[config.mk]
export PLATFORM = sky130hd
export DESIGN_NAME = stk_ptr_alloc
export DESIGN_NICKNAME = d
export VERILOG_FILES = /design/src/rtl/stk_ptr_alloc.sv
export SDC_FILE = /design/constraint.sdc
export NUM_CORES = 1
export LEC_CHECK = 0
export CAP_MARGIN = 10
export CORE_ASPECT_RATIO = 0.5
export CORE_MARGIN = 2
export CORE_UTILIZATION = 35
export DETAILED_ROUTE_END_ITERATION = 6
export GPL_TIMING_DRIVEN = 0
export PLACE_DENSITY = 0.55
export SYNTH_ARGS = -nofsm -noshare
export SYNTH_HDL_FRONTEND = slang
export SYNTH_SLANG_ARGS = --single-unit
[constraint.sdc]
create_clock -name clk -period 8 [get_ports clk]
set_clock_uncertainty 0.1 [all_clocks]
set_input_delay 1.2 -clock clk [delete_from_list [all_inputs] [get_ports clk]]
set_output_delay 1.2 -clock clk [all_outputs]
set_load 0.03 [all_outputs]
[src/rtl/stk_ptr_alloc.sv]
// Free-list pointer allocator for one stack: circular FIFO of free pointers,
// per-pointer in-use bitmap, low-watermark flag and sticky protocol error flags.
module stk_ptr_alloc #(
    parameter int PTR_W  = 3,
    parameter int PTRS_N = 1 << PTR_W,
    parameter int LOW_WM = 2
) (
    input  logic             clk,
    input  logic             arst_n,
    output logic             o_busy,
    output logic             o_alloc_vld,
    output logic [PTR_W-1:0] o_alloc_ptr,
    input  logic             i_alloc_ack,
    input  logic             i_free_vld,
    input  logic [PTR_W-1:0] i_free_ptr,
    output logic [PTR_W:0]   o_free_cnt,
    output logic             o_low,
    output logic             o_err_uflow,
    output logic             o_err_oflow,
    output logic             o_err_dbl_free
);

    typedef enum logic {
        ST_INIT,
        ST_RUN
    } state_t;

    localparam logic [PTR_W:0]   FULL_CNT = (PTR_W + 1)'(PTRS_N);
    localparam logic [PTR_W:0]   LOW_CNT  = (PTR_W + 1)'(LOW_WM);
    localparam logic [PTR_W-1:0] LAST_IDX = PTR_W'(PTRS_N - 1);

    state_t              state_q;
    logic [PTR_W-1:0]    fifo_q [PTRS_N];
    logic [PTR_W-1:0]    rd_idx_q;
    logic [PTR_W-1:0]    wr_idx_q;
    logic [PTR_W-1:0]    init_idx_q;
    logic [PTR_W:0]      count_q;
    logic [PTR_W:0]      count_d;
    logic [PTRS_N-1:0]   used_q;
    logic [PTRS_N-1:0]   used_d;
    logic                low_q;
    logic                err_uflow_q;
    logic                err_oflow_q;
    logic                err_dbl_q;

    logic                run;
    logic                alloc_vld;
    logic [PTR_W-1:0]    alloc_ptr;
    logic                alloc_ok;
    logic                full;
    logic                uflow_ev;
    logic                oflow_ev;
    logic                dbl_ev;
    logic                free_ok;

    always_comb begin
        run       = (state_q == ST_RUN);
        alloc_vld = run && (count_q != '0);
        alloc_ptr = fifo_q[rd_idx_q];
        alloc_ok  = alloc_vld && i_alloc_ack;
        uflow_ev  = run && i_alloc_ack && !alloc_vld;
        // Fullness is judged on the count before this cycle's allocation.
        full      = (count_q == FULL_CNT);
        oflow_ev  = run && i_free_vld && full;
        // used_q reflects status before this cycle, so freeing the pointer
        // being allocated right now is correctly seen as a double free.
        dbl_ev    = run && i_free_vld && !full && !used_q[i_free_ptr];
        free_ok   = run && i_free_vld && !full && used_q[i_free_ptr];
    end

    always_comb begin
        count_d = count_q;
        used_d  = used_q;
        if (!run) begin
            count_d = count_q + (PTR_W + 1)'(1);
        end else begin
            count_d = count_q + (PTR_W + 1)'(free_ok) - (PTR_W + 1)'(alloc_ok);
            if (alloc_ok) begin
                used_d[alloc_ptr] = 1'b1;
            end
            if (free_ok) begin
                used_d[i_free_ptr] = 1'b0;
            end
        end
    end

    always_ff @(posedge clk) begin
        if (!arst_n) begin
            state_q     <= ST_INIT;
            rd_idx_q    <= '0;
            wr_idx_q    <= '0;
            init_idx_q  <= '0;
            count_q     <= '0;
            used_q      <= '0;
            low_q       <= 1'b1;
            err_uflow_q <= 1'b0;
            err_oflow_q <= 1'b0;
            err_dbl_q   <= 1'b0;
        end else begin
            count_q <= count_d;
            used_q  <= used_d;
            low_q   <= (count_d < LOW_CNT);
            case (state_q)
                ST_INIT: begin
                    fifo_q[wr_idx_q] <= init_idx_q;
                    wr_idx_q         <= wr_idx_q + PTR_W'(1);
                    init_idx_q       <= init_idx_q + PTR_W'(1);
                    if (init_idx_q == LAST_IDX) begin
                        state_q <= ST_RUN;
                    end
                end
                default: begin
                    if (alloc_ok) begin
                        rd_idx_q <= rd_idx_q + PTR_W'(1);
                    end
                    if (free_ok) begin
                        fifo_q[wr_idx_q] <= i_free_ptr;
                        wr_idx_q         <= wr_idx_q + PTR_W'(1);
                    end
                    if (uflow_ev) err_uflow_q <= 1'b1;
                    if (oflow_ev) err_oflow_q <= 1'b1;
                    if (dbl_ev)   err_dbl_q   <= 1'b1;
                end
            endcase
        end
    end

    assign o_busy         = !run;
    assign o_alloc_vld    = alloc_vld;
    assign o_alloc_ptr    = alloc_ptr;
    assign o_free_cnt     = count_q;
    assign o_low          = low_q;
    assign o_err_uflow    = err_uflow_q;
    assign o_err_oflow    = err_oflow_q;
    assign o_err_dbl_free = err_dbl_q;

endmodule
==> results.yml <==
power:
  total_power_mw: 0.6074
  powerDensity_nw_per_um2: 207.9
  ir_worst_vdd_v: 0.0001082
  leakage_nw: 1.114
global_routing:
  gr-usage-all-layers_pct: 13.93
  overflow: 0
  grt_pass1_vias: 1584
  grt_pass1_wl_um: 8252
  grt_max_degree: 17
  antenna_found_initial: 0
die:
  fp.coreArea_um2: 6753
  die_y_um: 63.39
  placementRows: 21
  die_w_um: 122.8
  start_util_pct: 36.56
  io_pins: 20
  die-area_um2: 7782
clock_tree:
  cts_buffers: 5
  cts_tree: "built"
  cts_root_buf: "clkbuf_16"
  clkSinkCount: 53
  post_cts_buffers: 0
  postCtsResizedCells: 0
  hold_buffers: 0
  htreeDepth: 2
  clockBufferDepth: 2
  clk-insertion-delay-late_ps: 290
  clkTransAtPathRegs_ps: 70
logic_synthesis:
  yosys-top-cells-count: "dfxtp_1 (29), edfxtp_1 (24), nand2_1 (15)"
  yosysSeqAreaShare_pct: 52.71
  yosys.area.top_type_share_pct: 29.19
  async_flop_share_pct: 0
  netlist.top_cell.by_area: "edfxtp_1"
  ys.flop_type: "dfxtp_1"
  synthCells: 201
  synth-seq-cells: 53
  synth_edf_count: 24
  synth.most_common_cell: "dfxtp_1"
  ys_warn_count: 0
  syn_area_um2: 2469
  avgSynthCellArea_um2: 12.28
  syn_nets: 222
  synthTopCellsByArea: "edfxtp_1 (29%), dfxtp_1 (24%), ha_1 (6.6%)"
  synth_cell_types: 40
worst_setup_path:
  arrival_ps: 2690
  critPathMaxFanout: 6
  crit_slowest_cell: "clkdlybuf4s50_1"
  path_class: "reg -> out"
  critPathTopFamily: "buffers and inverters"
  max_stage_delay_ps: 650
  setup.worst_path.end_class: "primary output"
  path_buf_inv: 3
  crit_chain: "buf_2 > mux4_2 > mux2i_1 > inv_1 > clkdlybuf4s50_1"
  worstPathRequired_ps: 6700
  worstSetupStartpointType: "register"
placed_design:
  placed_cells_incl_taps: 310
  numPortBuffers: 17
  place_area_um2: 2754
  routabilityCongestion: 0.8293
  dp_hpwl_um: 3651
cells_and_area:
  areaGrowthSynthToFinish_pct: 18.35
  instances_no_fill: 318
  fin_area_um2: 2922
  antenna_cells: 0
  nFillCells: 624
  fin_util_pct: 43.26
  fin_nets: 246
  drive_above_1_share_pct: 13.27
detailed_routing:
  antenna_left: 0
  routed_via_density: 4.984
  dr.pass1.iters: 4
  wirelength_um: 4914
  drc: 0
  num_vias: 1585
  wl_per_cell_um: 15.45
  drt_iter0_drc: 57
timing:
  tns_ps: 0
  max_freq_mhz: 250.4
  tightest_slew_ps: 554.0
  drv_slew: 0
  rsz0062_at_grt: "false"
  slew_headroom_pct: 62.01
  post-route-min-period_ps: 3994
  hold_viol: 0
  period_share_pct: 49.92
  setup_viol: 0
worst_hold_path:
  hold_class: "reg -> reg"
run:
  drv_cap: 0
status:
  status: "completed"
[final cells by class]
cell class / count / area, um2 / area share [%]
multi-input cells: 126 / 1064 / 36.40
clock inverters: 2 / 38.79 / 1.328
clock buffers: 6 / 128.9 / 4.411
inverters: 14 / 52.55 / 1.799
flip-flops and latches: 53 / 1301 / 44.54
well taps: 92 / 115.1 / 3.940
plain buffers: 8 / 51.30 / 1.756
repair buffers: 17 / 170.2 / 5.824
[worst reg2reg max path, cell delays in order (launching register included)]
cell and delay [ps]:
dfxtp_1 430, inv_1 130, ha_1 270, nand2_1 100, nand3_1 150, nor2_4 170
inv_2 70, ha_1 270, inv_1 40, ha_1 190, fa_1 380, xor2_1 170
nand2_1 60, o21ai_0 80, nand2b_1 150, a21oi_1 150
[state kept, by name (all words and copies together) (netlist names), named ones only]
signal,flops
o_low,1
wr_idx_q,3
o_err_oflow,1
fifo_q,24
o_err_uflow,1
init_idx_q,3
run,1
o_err_dbl_free,1
o_free_cnt,4
rd_idx_q,3
used_q,8
[final timing paths]
kind | endpoint | from | slack (ps) | depth (start not counted)
setup / recovery | o_alloc_ptr[2] | register | 4010 | 5
hold / removal | rd_idx_q[1]$_SDFFE_PN0P_ | rd_idx_q[1]$_SDFFE_PN0P_ | 400 | 2
setup reg to reg | o_low$_SDFF_PN1_ | o_free_cnt[1]$_SDFF_PN0_ | 5020 | 15
hold reg to reg | rd_idx_q[1]$_SDFFE_PN0P_ | rd_idx_q[1]$_SDFFE_PN0P_ | 400 | 2
[placed cells by master (no fill, tap or decap), types with 2 or more instances in the layout]
cell and instances:
nand3_1 4, a21boi_0 2, o21a_1 2, nand2b_1 3, o211a_1 4, buf_6 2, clkbuf_1 4, o21ai_0 4
a31o_2 4, o311a_1 3, nor2_1 6, xnor2_1 6, dfxtp_1 29, mux2i_1 10, nor2b_1 6, mux4_2 7
and3b_1 2, a41oi_1 2, clkbuf_16 5, mux2_2 3, clkdlybuf4s50_1 17, nand2_1 15, nor3_1 7, inv_1 13
and2_1 6, a21oi_1 5, or4_1 3, edfxtp_1 24, ha_1 13
[logic make-up (layout without fill, tap and decap cells)]
group,after synthesis,in the layout,share of synthesized area [%]
AO/OA/AOI/OAI,30,30,9.528
XOR/XNOR,7,7,2.484
adder cells (fa/ha/maj),14,14,7.400
buffers and inverters,22,47,4.206
flip-flops,53,53,52.71
multiplexers,20,20,11.81
AND/OR/NAND/NOR,55,55,11.86
[power breakdown]
| part | switching, mW | internal [mW] | leakage, nW | total (mW) |
|---|---|---|---|---|
| Sequential | 0.00627 | 0.293 | 0.458 | 0.300 |
| Combinational | 0.0370 | 0.0260 | 0.575 | 0.0631 |
| Clock | 0.0962 | 0.148 | 0.0810 | 0.245 |
| Total | 0.140 | 0.468 | 1.11 | 0.607 |
[routing by layer]
metal  vias to the layer above  wire length [um]  part of all wire (%)  track usage [%]
li1                        777                 -                     -                -
met3                         5               138                   2.8            2.536
met2                        34              2190                    45            21.20
met5                         -                 0                     0                0
met1                       769              2554                    52            20.21
met4                         0                30                  0.61            4.023
[through the flow]
stage	hold slack [ps]	setup WS, ps
finish	398.6	4006
CTS	400.7	4013
floorplan	366.7	4335
global route	425.9	3854
detailed placement	388.5	3833
global placement	382.8	3824
(Power assumes the default switching activity.)
